File: src/rtl/tetris_pkg.sv
// Shared types and defaults for the tetris playfield memory slice.
// FSM encoding, grid/window defaults, width helper.
package tetris_pkg;

  localparam int GRID_W_DEF        = 8;
  localparam int GRID_H_DEF        = 18;
  localparam int WINDOW_CYCLES_DEF = 1600;
  localparam int COORD_W           = 8;

  typedef enum logic [1:0] {
    ST_DISPLAY = 2'd0,
    ST_WINDOW  = 2'd1,
    ST_CLEAR   = 2'd2
  } arb_state_t;

  function automatic int cbits(input int n);
    return (n > 1) ? $clog2(n) : 1;
  endfunction

endpackage

File: src/rtl/field_store.sv
// One-bit-per-cell playfield storage.
// Comb + registered read, single write, row clear.
module field_store
  import tetris_pkg::*;
#(
  parameter int GRID_W = GRID_W_DEF,
  parameter int GRID_H = GRID_H_DEF
) (
  input  logic                      clk,
  input  logic                      rst_n,
  input  logic [COORD_W-1:0]        cx,
  input  logic [COORD_W-1:0]        cy,
  output logic                      cval,
  input  logic                      rd_en,
  input  logic [COORD_W-1:0]        rx,
  input  logic [COORD_W-1:0]        ry,
  output logic                      rd_data,
  input  logic                      we,
  input  logic [COORD_W-1:0]        wx,
  input  logic [COORD_W-1:0]        wy,
  input  logic                      wd,
  input  logic                      clr_en,
  input  logic [cbits(GRID_H)-1:0]  clr_row
);

  localparam int XW = cbits(GRID_W);
  localparam int YW = cbits(GRID_H);
  localparam logic [COORD_W-1:0] W_LIM = COORD_W'(GRID_W);
  localparam logic [COORD_W-1:0] H_LIM = COORD_W'(GRID_H);

  logic [GRID_W-1:0] cells [GRID_H];
  logic c_hit, r_hit, w_hit;

  assign c_hit = (cx < W_LIM) && (cy < H_LIM);
  assign r_hit = (rx < W_LIM) && (ry < H_LIM);
  assign w_hit = (wx < W_LIM) && (wy < H_LIM);

  assign cval = c_hit ? cells[cy[YW-1:0]][cx[XW-1:0]] : 1'b0;

  // Cell updates, row clears and the registered game read.
  always_ff @(posedge clk or negedge rst_n) begin
    if (!rst_n) begin
      for (int r = 0; r < GRID_H; r++) cells[r] <= '0;
      rd_data <= 1'b0;
    end else begin
      if (we && w_hit)
        cells[wy[YW-1:0]][wx[XW-1:0]] <= wd;
      if (clr_en)
        cells[clr_row] <= '0;
      if (rd_en)
        rd_data <= r_hit ? cells[ry[YW-1:0]][rx[XW-1:0]] : 1'b0;
    end
  end

endmodule

File: src/rtl/field_mem_arbiter.sv
// Shares the playfield between VGA scan-out and the game.
// Game ops are served only in a per-frame access window.
module field_mem_arbiter
  import tetris_pkg::*;
#(
  parameter int GRID_W        = GRID_W_DEF,
  parameter int GRID_H        = GRID_H_DEF,
  parameter int WINDOW_CYCLES = WINDOW_CYCLES_DEF
) (
  input  logic               vga_clk,
  input  logic               rst_n,
  input  logic               draw_finish,
  input  logic [COORD_W-1:0] x_coord,
  input  logic [COORD_W-1:0] y_coord,
  output logic               coord_value,
  input  logic               wr_req,
  input  logic [COORD_W-1:0] wr_x,
  input  logic [COORD_W-1:0] wr_y,
  input  logic               wr_data,
  output logic               wr_ack,
  input  logic               rd_req,
  input  logic [COORD_W-1:0] rd_x,
  input  logic [COORD_W-1:0] rd_y,
  output logic               rd_ack,
  output logic               rd_data,
  input  logic               clr_req,
  output logic               clr_busy,
  output logic               window_open,
  output logic [7:0]         frame_cnt
);

  localparam int CNT_W = cbits(WINDOW_CYCLES);
  localparam int ROW_W = cbits(GRID_H);
  localparam logic [CNT_W-1:0] CNT_LOAD = CNT_W'(WINDOW_CYCLES - 1);
  localparam logic [ROW_W-1:0] ROW_LAST = ROW_W'(GRID_H - 1);

  arb_state_t       state;
  logic [CNT_W-1:0] win_cnt;
  logic [ROW_W-1:0] row;
  logic             pending;
  logic             in_win;
  logic             serve_wr;
  logic             serve_rd;
  logic             start_clr;

  assign in_win    = (state == ST_WINDOW);
  assign serve_wr  = in_win & wr_req;
  assign serve_rd  = in_win & rd_req & ~wr_req;
  assign wr_ack    = serve_wr;
  assign rd_ack    = serve_rd;
  assign start_clr = (state == ST_DISPLAY) & draw_finish & pending;
  assign clr_busy  = pending | (state == ST_CLEAR);

  // Frame sequencing: display, optional clear sweep, access window.
  always_ff @(posedge vga_clk or negedge rst_n) begin
    if (!rst_n) begin
      state       <= ST_DISPLAY;
      win_cnt     <= '0;
      row         <= '0;
      window_open <= 1'b0;
    end else begin
      unique case (state)
        ST_DISPLAY: begin
          if (draw_finish) begin
            if (pending) begin
              state <= ST_CLEAR;
              row   <= '0;
            end else begin
              state       <= ST_WINDOW;
              win_cnt     <= CNT_LOAD;
              window_open <= 1'b1;
            end
          end
        end
        ST_WINDOW: begin
          if (win_cnt == '0) begin
            state       <= ST_DISPLAY;
            window_open <= 1'b0;
          end else begin
            win_cnt <= win_cnt - 1'b1;
          end
        end
        ST_CLEAR: begin
          if (row == ROW_LAST) begin
            state       <= ST_WINDOW;
            win_cnt     <= CNT_LOAD;
            window_open <= 1'b1;
          end else begin
            row <= row + 1'b1;
          end
        end
        default: begin
          state       <= ST_DISPLAY;
          window_open <= 1'b0;
        end
      endcase
    end
  end

  // Clear request latch and free-running frame counter.
  always_ff @(posedge vga_clk or negedge rst_n) begin
    if (!rst_n) begin
      pending   <= 1'b0;
      frame_cnt <= '0;
    end else begin
      if (clr_req)
        pending <= 1'b1;
      else if (start_clr)
        pending <= 1'b0;
      if (draw_finish)
        frame_cnt <= frame_cnt + 1'b1;
    end
  end

  field_store #(
    .GRID_W (GRID_W),
    .GRID_H (GRID_H)
  ) u_store (
    .clk     (vga_clk),
    .rst_n   (rst_n),
    .cx      (x_coord),
    .cy      (y_coord),
    .cval    (coord_value),
    .rd_en   (serve_rd),
    .rx      (rd_x),
    .ry      (rd_y),
    .rd_data (rd_data),
    .we      (serve_wr),
    .wx      (wr_x),
    .wy      (wr_y),
    .wd      (wr_data),
    .clr_en  (state == ST_CLEAR),
    .clr_row (row)
  );

endmodule

File: config.mk
export PLATFORM = sky130hd
export DESIGN_NAME = field_mem_arbiter
export DESIGN_NICKNAME = d
export VERILOG_FILES = /design/src/rtl/tetris_pkg.sv /design/src/rtl/field_store.sv /design/src/rtl/field_mem_arbiter.sv
export SDC_FILE = /design/constraint.sdc
export NUM_CORES = 1
export LEC_CHECK = 0
export ABC_AREA = 1
export BUFFER_PORTS_ARGS = -buffer_cell sky130_fd_sc_hd__buf_2
export CELL_PAD_IN_SITES_DETAIL_PLACEMENT = 1
export CELL_PAD_IN_SITES_GLOBAL_PLACEMENT = 2
export CORE_ASPECT_RATIO = 0.6
export CORE_UTILIZATION = 38
export CTS_CLUSTER_DIAMETER = 150
export DETAILED_ROUTE_END_ITERATION = 16
export GPL_ROUTABILITY_DRIVEN = 0
export PLACE_DENSITY_LB_ADDON = 0.1
export SYNTH_ARGS = -nofsm -noshare
export SYNTH_HDL_FRONTEND = slang
export SYNTH_SLANG_ARGS = --single-unit
File: constraint.sdc
create_clock -name vga_clk -period 2.8 [get_ports vga_clk]
set_clock_uncertainty 0.1 [all_clocks]
set_input_delay 0 -clock vga_clk [delete_from_list [all_inputs] [get_ports vga_clk]]
set_output_delay 0 -clock vga_clk [all_outputs]
set_load 0.1 [all_outputs]
Yosys cells after proc, flatten, opt, wreduce, memory -nomap -nowiden
Index checks and enable logic that the tools add are counted.
{"block": "word_totals", "mem_bits_rw": 0, "latchBits": 0, "n_memories": 0, "inputBits": 55, "mem_bits_ro": 0, "regBits": 173}
{"block": "op_classes", "n_addsub": 3, "reduce_logical": 16, "shift": 0, "div_mod_pow": 0, "n_eq_ne": 10, "multipliers": 0, "n_lt_le_gt_ge": 16, "n_mux": 42, "n_bitwise": 13}
{"cell": "two-way mux 144 bit", "n": 2}
{"cell": "bitwise AND 144 bit", "n": 1}
{"cell": "bitwise mux 144 bit", "n": 1}
{"cell": "inverter 144 bit", "n": 1}
{"cell": "binary-select mux 8 bit (select 5 bit)", "n": 2}
{"cell": "demux 8 bit (select 5 bit)", "n": 2}
{"cell": "two-way mux 8 bit", "n": 6}
{"cell": "two-way mux 11 bit", "n": 4}
{"cell": "case mux 11 bit (3 select lines)", "n": 1}
{"cell": ">= comparator 6 bit, second input constant", "n": 4}
{"cell": "less-than comparator 8 x 4 -> 1 bit, second input constant", "n": 3}
{"cell": "less-than comparator 8 x 5 -> 1 bit, second input constant", "n": 3}
{"cell": "inverter 5 -> 6 bit", "n": 4}
{"cell": "two-way mux 5 bit", "n": 3}
{"cell": "less-than comparator 3 x 4 -> 1 bit, second input constant", "n": 3}
{"cell": "less-than comparator 6 x 1 -> 1 bit, second input constant", "n": 2}
{"cell": "!= test 2 bit, second input constant", "n": 6}
{"cell": "logical NOT 11 bit", "n": 1}
{"cell": "two-way mux 1 bit", "n": 11}
{"cell": "subtractor 11 x 1 -> 11 bit, second input constant", "n": 1}
{"cell": "case mux 5 bit (2 select lines)", "n": 1}
{"cell": "adder 8 x 1 -> 8 bit, second input constant", "n": 1}
{"cell": "two-way mux 2 bit", "n": 4}
{"cell": "AND reduction 4 bit", "n": 2}
{"cell": "19 further kinds", "n": 31}

Logic depth before layout (Yosys ltp)
Gate-level depths: netlist of the first run.
{"block": "depth", "word_depth": 10, "ltp_mapped": 15, "ltp_nobuf": 14}

Modules after synthesis
A second synthesis of the first run with hierarchy kept.
{"block": "unflattened", "hier_cells": 1721, "area_unflattened_um2": 11840.1}
{"mod": "field_store", "cells_each": 1522, "area_each_um2": 10257.3, "instances": 1, "seq_area_each_um2": 3628.5}
{"mod": "field_mem_arbiter", "cells_each": 199, "area_each_um2": 1582.8, "instances": 1, "seq_area_each_um2": 700.7}

Worst setup path after synthesis of the first run
Ideal clock, no wire load.
{"block": "synth_path", "kind": "flip-flop to flip-flop", "start": "register state[0]", "end": "register u_store.rd_data", "stages_incl_launch_ff": 8, "arrival_ns": 3.321, "n_path_buf": 0, "setup_ns": 0.068, "required_time_ns": 2.632, "path_slack_ns": -0.688, "synth_period_minus_slack_ns": 3.488, "path_cell_list": "dfrtp_1 inv_2 nor2_4 inv_1 nor3_1 o2111a_1 nand3_1 nand2_1"}
{"block": "synth_via", "elab_chain_cells": 3}
{"element": "start, declared", "line": "field_mem_arbiter.sv:37", "source": "arb_state_t state;"}
{"element": "start signal, assigned", "line": "field_mem_arbiter.sv:57", "source": "state <= ST_DISPLAY;"}
{"element": "start signal, assigned", "line": "field_mem_arbiter.sv:66", "source": "state <= ST_CLEAR;"}
{"element": "start signal, assigned", "line": "field_mem_arbiter.sv:69", "source": "state <= ST_WINDOW;"}
{"element": "== test 2 x 1 -> 1 bit", "line": "field_mem_arbiter.sv:46", "source": "assign in_win = (state == ST_WINDOW);"}
{"element": "bitwise AND 1 bit (2 in series)", "line": "field_mem_arbiter.sv:48", "source": "assign serve_rd = in_win & rd_req & ~wr_req;"}
{"element": "net rd_ack", "line": "field_mem_arbiter.sv:24", "source": "output logic rd_ack,"}
{"element": "end signal, assigned", "line": "field_store.sv:51", "source": "rd_data <= r_hit ? cells[ry[YW-1:0]][rx[XW-1:0]] : 1'b0;"}
{"element": "end, declared", "line": "field_store.sv:17", "source": "output logic rd_data,"}
The timed path passes the listed nets, and every way through them passes these cells.
A chain may end at the register's enable or synchronous reset.

Worst setup path after layout of the first run
{"block": "layout_path", "start": "register u_store.cells[120] in the netlist's numbering", "end": "output coord_value"}
{"block": "layout_via", "elab_chain_cells": 6}
{"element": "start, declared", "line": "field_store.sv:31", "source": "logic [GRID_W-1:0] cells [GRID_H];"}
{"element": "start signal, assigned by index", "line": "field_store.sv:47", "source": "cells[wy[YW-1:0]][wx[XW-1:0]] <= wd;"}
{"element": "binary-select mux 8 bit (select 5 bit)", "line": "field_store.sv:38", "source": "assign cval = c_hit ? cells[cy[YW-1:0]][cx[XW-1:0]] : 1'b0;"}
{"element": "two-way mux 8 bit (not written as such) (2 in series)", "line": "field_store.sv:38"}
{"element": "binary-select mux 1 bit (select 3 bit)", "line": "field_store.sv:38"}
{"element": "two-way mux 1 bit (not written as such)", "line": "field_store.sv:38"}
{"element": "two-way mux 1 bit", "line": "field_store.sv:38"}
{"element": "end, declared", "line": "field_mem_arbiter.sv:15", "source": "output logic coord_value,"}
No other way between the ends. The select of a mux whose other input is x is not followed.

==> results.py, run 1 <==
metrics = {
    "detailed_routing": {
        "first_pass_detailed_route_iteration_total": 6,
        "num_vias": 12227,
        "drc_errors": 0,
        "ant_nets": 0,
        "wl_um": 47600,
        "detail_route.iter0.violations": 1027,
        "post_drt_wl_per_cell_um": 22.5,
        "post_drt_via_cell_ratio": 5.78,
    },
    "pwr": {
        "p_sw_share_pct": 40.6,
        "p_switching_uw": 3920,
        "design_power_total_uw": 9670,
        "combinational_fraction_of_design_power_pct": 35.7,
        "power_per_standard_cell_area_nw_per_um2": 729,
        "part_of_the_power_in_registers_pct": 34.9,
        "power.clock.fraction_pct": 29.4,
        "leakage_uw": 0.00601,
        "total_internal_power_uw": 5750,
        "ir_drop_mv": 0.807,
    },
    "clock_network": {
        "cts_sinks": 173,
        "numCtsBuffers": 17,
        "clock_insertion_delay_worst_skew_ps": 460,
        "cts_tree": "built",
        "cts-htree-levels": 4,
        "root_buffer": "clkbuf_16",
        "cts.path.max_buffers": 2,
        "path_clk_slew_ps": 70,
    },
    "timing": {
        "max_freq_ghz": 0.386,
        "relSlewSlack_pct": 44.0,
        "layout_worst_path_cycle_share_pct": 92.4,
        "post-route-min-period_ps": 2590,
        "finalSetupTns_ps": 0,
        "grt_setup_unrepaired": "false",
        "finalHoldViolCount": 0,
        "slew_violations": 0,
        "setup_viol": 0,
        "timing_worst_slew_pin_value_ps": 831,
    },
    "placed_design": {
        "post_dp_area_um2": 12500,
        "dpl.hpwl_um": 34300,
        "port-buffer-count": 68,
    },
    "floorplan": {
        "dieArea_um2": 31300,
        "core-area_um2": 30000,
        "row_count": 49,
        "chipWidth_um": 228,
        "initial_utilization_pct": 38.7,
        "chipHeight_um": 138,
        "num_io_pins": 69,
    },
    "setup_path": {
        "regToRegStartpoint": "u_store.cells[137]",
        "cp-start-kind": "flop",
        "max_stage_delay_ps": 470,
        "r2r_setup_slack_ps": 280,
        "library_cell_contributing_the_largest_single_delay_on_the_critical_path": "o21ai_0",
        "path_class": "reg -> out",
        "cp_common_cell": "nand2_1",
        "worstReg2RegEnd": "u_store.rd_data",
        "crit_path_start": "u_store.cells[120]",
        "crit_path_cell_trace": "inv_1 > o21ai_0 > nand2_1 > nand2_1 > a21oi_1 > nand2_1 > nand2_1 > nand2_1 > nand3_1 > nand3_1 > nand2_1 > nor2_1 > buf_2",
        "crit_fanout": 3,
        "worstRegToRegCells": 13,
        "critical_path.endpoint": "coord_value",
        "endpoint_kind": "output pin",
        "worst-endpoint-required_ps": 2700,
        "critPathArrivalTime_ps": 2490,
    },
    "synth": {
        "synth.net_count": 1720,
        "ys.flop_type": "dfrtp_1",
        "ys_top_cells_by_area": "dfrtp_1 (37%), nand2_1 (10%), o21ai_0 (6.2%), nor3b_1 (6.1%), inv_1 (6.0%)",
        "synthDistinctLibCells": 41,
        "yosysTopAreaCellShare_pct": 37.2,
        "yosys.cell_count.top_type": "nand2_1",
        "synthesis.area_um2": 11600,
        "yosysSeqAreaShare_pct": 37.2,
        "syn_area_per_cell_um2": 7.02,
        "post_synth_inst_count": 1658,
        "synth_edf_count": 0,
        "synth_top_area_cell": "dfrtp_1",
        "ys_top_cells_by_count": "nand2_1 (318), inv_1 (185), dfrtp_1 (173)",
        "total_number_of_yosys_warnings": 0,
        "synth_seq_cells": 173,
        "ys_async_sr_fraction_pct": 100,
    },
    "global_routing": {
        "wire_length_of_the_first_global_routing_pass_um": 73300,
        "grt_overflow": 0,
        "groute.usage.overall_pct": 31.2,
        "grt_max_degree": 77,
        "antenna_found_initial": 1,
        "first_global_vias": 11855,
    },
    "final_layout": {
        "fraction_of_layout_instances_using_a_drive_strength_above_1_pct": 10.2,
        "final_nets": 1757,
        "filler_cell_count": 3806,
        "finalInstanceArea_um2": 13300,
        "flow.area_growth_from_synthesis_pct": 14.1,
    },
    "job": {
        "maxCapViolations": 0,
    },
    "worst_hold_path": {
        "timing.hold.worst.class": "in -> async",
    },
    "run_status": {
        "status": "finished clean",
    },
}
==> area by class of cell <==
cell class                 count  area (µm²)  area share [%]
inverter                     193         729            5.50
multi-input combinational   1181        6060            45.7
antenna                        1        2.50          0.0189
timing repair buffer         129         958            7.22
clock buffer                  20         447            3.37
tap                          408         510            3.85
sequential                   173        4330            32.6
clock inverter                12         231            1.74
==> worst min path at each step <==
stage	from	to	slack, ps	cells past startpoint
after floorplan	rst_n	frame_cnt[0]	-400	0
after global placement	rst_n	u_store.cells[67]	-30	1
after detailed placement	rst_n	u_store.cells[67]	-40	1
after CTS	wr_y[4]	u_store.cells[6]	20	5
after global routing	rst_n	u_store.cells[67]	60	2
final	rst_n	u_store.cells[66]	20	2
==> placed cells by master, fill, tap and decap left out, types with 7 or more instances in the layout <==
cell type	synthesis	final
nand2_1	318	318
inv_1	185	184
dfrtp_1	173	173
o21ai_0	143	140
nand3_1	122	122
nor2_1	112	112
nor3_1	113	112
a21oi_1	99	99
nor3b_1	94	94
buf_2	21	64
buf_4	0	43
a311oi_1	33	33
o21ai_1	28	31
o211ai_1	30	30
clkbuf_16	0	17
a31oi_1	15	15
xor2_1	11	11
dlygate4sd3_1	0	11
nand2_2	9	9
buf_12	0	9
o22ai_1	8	8
o21bai_1	7	7
ha_1	7	7
==> critical path, delay by kind of cell (launching register included) <==
family | cells | cell delay, ps
compound gates | 2 | 520
flops | 1 | 320
buf+inv | 2 | 480
simple gates | 9 | 690
==> logic make-up (layout without fill, tap and decap cells) <==
| kind of cell | after synthesis | count (layout) | share of synthesized area, % |
|---|---|---|---|
| compound gates | 369 | 369 | 18.1 |
| xor+xnor | 13 | 13 | 0.979 |
| fa+ha+maj | 7 | 7 | 0.753 |
| buf+inv | 304 | 354 | 10.7 |
| flops | 173 | 173 | 37.2 |
| other cells | 0 | 1 | 0 |
| simple gates | 792 | 792 | 32.2 |
==> stage by stage <==
stage	instances	worst slack (ps)	hold WS, ps	util, %
2_1_floorplan	1658	220	-396	-
3_3_place_gp	2073	495	-32.3	41.5
3_5_place_dp	2073	425	-38.9	41.5
4_1_cts	2117	29.3	23.6	44.2
5_1_grt	2117	82.1	61.9	44.2
6_report	2117	212	17.0	44.2
==> power groups by stage <==
| stage | logic [µW] | registers [µW] | clock network [µW] |
|---|---|---|---|
| after floorplan | 1890 | 3750 | 0 |
| after global placement | 3290 | 3390 | 0 |
| after detailed placement | 3380 | 3410 | 0 |
| after CTS | 3420 | 3370 | 2880 |
| after global routing | 3800 | 3450 | 2970 |
| final | 3450 | 3380 | 2840 |
==> flip-flops by register name, indices dropped and copies added, names as in the netlist <==
name	count
pending	1
row	5
win_cnt	11
state	2
u_store.cells	144
u_store.rd_data	1
window_open	1
frame_cnt	8
==> routing by layer <==
| layer | up-vias | part of all wire, % | track usage (%) |
|---|---|---|---|
| met2 | 350 | 40 | 44.1 |
| met1 | 6178 | 52 | 48.3 |
| met4 | 0 | 1.3 | 6.82 |
| met5 | - | 0 | 0 |
| li1 | 5661 | - | - |
| met3 | 38 | 6.6 | 6.08 |
==> repair_timing <==
action | 4_1_cts | 5_1_grt
setup endpoints to repair | 0 | 1
resized for setup | 0 | 5
endpoints found under the hold margin | 177 | 0
buffers inserted | 0 | 0
hold buffers | 12 | 0
Power figures use the tool's default switching activity.
==> inputs of run 2 (changes only) <==
CTS_BUF_LIST = sky130_fd_sc_hd__clkbuf_16   (was not set)
PLACE_DENSITY = 0.84   (was not set)
PLACE_DENSITY_LB_ADDON = not set   (was 0.1)
REMOVE_ABC_BUFFERS = 1   (was not set)
==> run 2 against run 1 <==
Against the previous run:
- die area did not move
- sequential power rose by 1%
- non-clock buffer count decreased by 11
- first-iteration DRC count is 36% higher
- worst hold slack got worse by 6.9 ps
- worst setup slack lost 100 ps
- clock-buffer cell count shrank 3
- sequential share of layout area is 0.59 points higher
- combinational power is essentially flat
- critical path depth is the same
- global-route usage is 0.58 points higher
==> results.py, run 2 (synthesis gave the netlist of run 1 again) <==
metrics = {
    "clock_network": {
        "cts.path.max_buffers": 2,
        "clock_insertion_delay_worst_skew_ps": 460,
        "cts_tree": "built",
        "cts_sinks": 173,
        "path_clk_slew_ps": 60,
        "cts-htree-levels": 4,
        "numCtsBuffers": 17,
        "root_buffer": "clkbuf_16",
    },
    "worst_hold_path": {
        "timing.hold.worst.class": "in -> async",
    },
    "floorplan": {
        "core-area_um2": 30000,
        "row_count": 49,
        "initial_utilization_pct": 38.7,
        "num_io_pins": 69,
        "chipWidth_um": 228,
        "dieArea_um2": 31300,
        "chipHeight_um": 138,
    },
    "timing": {
        "grt_setup_unrepaired": "false",
        "timing_worst_slew_pin_value_ps": 1040,
        "layout_worst_path_cycle_share_pct": 96.1,
        "slew_violations": 0,
        "fin_ws_ps": 109,
        "hold_slack_ps": 10.1,
        "setup_viol": 0,
        "finalSetupTns_ps": 0,
        "post-route-min-period_ps": 2690,
        "max_freq_ghz": 0.372,
        "relSlewSlack_pct": 30.1,
        "finalHoldViolCount": 0,
    },
    "final_layout": {
        "number_of_flip_flops_in_the_largest_register": 144,
        "fin_util_pct": 43.4,
        "most_common_cell_after_layout_fill_and_taps_aside": "nand2_1",
        "mostFrequentLayoutCells": "nand2_1 (318), inv_1 (187), dfrtp_1 (173), o21ai_0 (143), nand3_1 (122)",
        "fraction_of_layout_instances_using_a_drive_strength_above_1_pct": 9.55,
        "flow.area_growth_from_synthesis_pct": 12.1,
        "regMostFlops": "u_store.cells",
        "diodes": 0,
        "reg_top3": "u_store.cells: 144 flops, win_cnt: 11 flops, frame_cnt: 8 flops",
        "final_nets": 1746,
    },
    "setup_path": {
        "max_stage_delay_ps": 590,
        "library_cell_contributing_the_largest_single_delay_on_the_critical_path": "buf_4",
        "critical_path_buf_inv_count": 3,
        "worstRegToRegCells": 9,
        "critPathArrivalTime_ps": 2590,
        "worstReg2RegEnd": "u_store.rd_data",
        "worst-endpoint-required_ps": 2700,
        "r2r_setup_slack_ps": 230,
        "crit_fanout": 58,
        "cp-start-kind": "input pin",
        "crit_path_cell_trace": "buf_4 > buf_4 > o211ai_1 > nand3_1 > nand3_1 > nand2_1 > nand2_1 > nand2_1 > nand3_1 > nand3_1 > nand2_1 > nor2_1 > buf_12",
        "crit_family": "simple AND/OR/NAND/NOR gates",
        "endpoint_kind": "output pin",
        "path_class": "in -> out",
        "regToRegStartpoint": "state[0]",
    },
    "job": {
        "maxCapViolations": 0,
    },
    "pwr": {
        "ir_drop_mv": 0.548,
        "power_per_standard_cell_area_nw_per_um2": 718,
        "design_power_total_uw": 9360,
        "leakage_uw": 0.00590,
    },
    "global_routing": {
        "grt_overflow": 0,
        "first_global_vias": 11860,
        "grt_max_degree": 102,
        "wire_length_of_the_first_global_routing_pass_um": 74800,
        "groute.usage.overall_pct": 31.8,
        "antenna_found_initial": 0,
    },
    "placed_design": {
        "dpl.hpwl_um": 34100,
        "dp_slack_ps": 295,
        "port-buffer-count": 68,
    },
    "detailed_routing": {
        "post_drt_via_cell_ratio": 5.81,
        "wl_um": 48600,
        "first_pass_detailed_route_iteration_total": 5,
        "drc_errors": 0,
        "post_drt_wl_per_cell_um": 23.1,
        "num_vias": 12222,
        "ant_nets": 0,
        "detail_route.iter0.violations": 1393,
    },
    "run_status": {
        "status": "finished clean",
    },
}
-- run 2: cell types whose count changed in the layout (fill, tap and decap cells not counted), sizes merged --
cell	delta
inv	+1
clkinvlp	+3
clkbuf	-3
clkinv	+2
dlygate4sd3	-3
buf	-8
diode	-1
bufinv	-3
-- run 2: layout make-up --
cell class	count	area, µm²
Sequential cell	173	4330
Inverter	193	733
Fill cell	3815	17000
Clock inverter	15	156
Tap cell	408	510
Multi-Input combinational cell	1181	6060
Timing Repair Buffer	118	817
Clock buffer	17	425
-- run 2: worst max path at each step --
stage,startpoint,endpoint,slack [ps],depth (start not counted)
finish,y_coord[0],coord_value,110,13
global route,y_coord[0],coord_value,60,13
CTS,state[0],u_store.rd_data,50,9
detailed placement,y_coord[0],coord_value,300,13
global placement,y_coord[0],coord_value,300,13
floorplan,state[0],u_store.rd_data,-690,7
-- run 2: timing repair --
action,4_1_cts,5_1_grt
hold buffers,8,0
gates resized for setup,0,2
setup buffers,0,2
endpoints found under the setup margin,0,1
endpoints found under the hold margin,132,0
-- run 2: routing by layer --
layer / vias up / wire [µm] / track usage, %
li1: 5637 / - / -
met1: 6099 / 24900 / 49.7
met2: 444 / 18800 / 42.9
met3: 42 / 4200 / 7.35
met4: 0 / 707 / 7.68
met5: - / 0 / 0
-- run 2: through the flow --
| stage | instances | instance area, µm² |
|---|---|---|
| after global routing | 2105 | 13000 |
| after detailed placement | 2063 | 12300 |
| final | 2105 | 13000 |
| after floorplan | 1547 | 11100 |
| after CTS | 2103 | 13000 |
| after global placement | 2063 | 12300 |
-- run 2: power breakdown --
group	total [µW]	internal [µW]	switching, µW	leakage [µW]
logic	3450	968	2480	0.00359
registers	3420	3060	361	0.00203
clock network	2500	1380	1110	0.000283
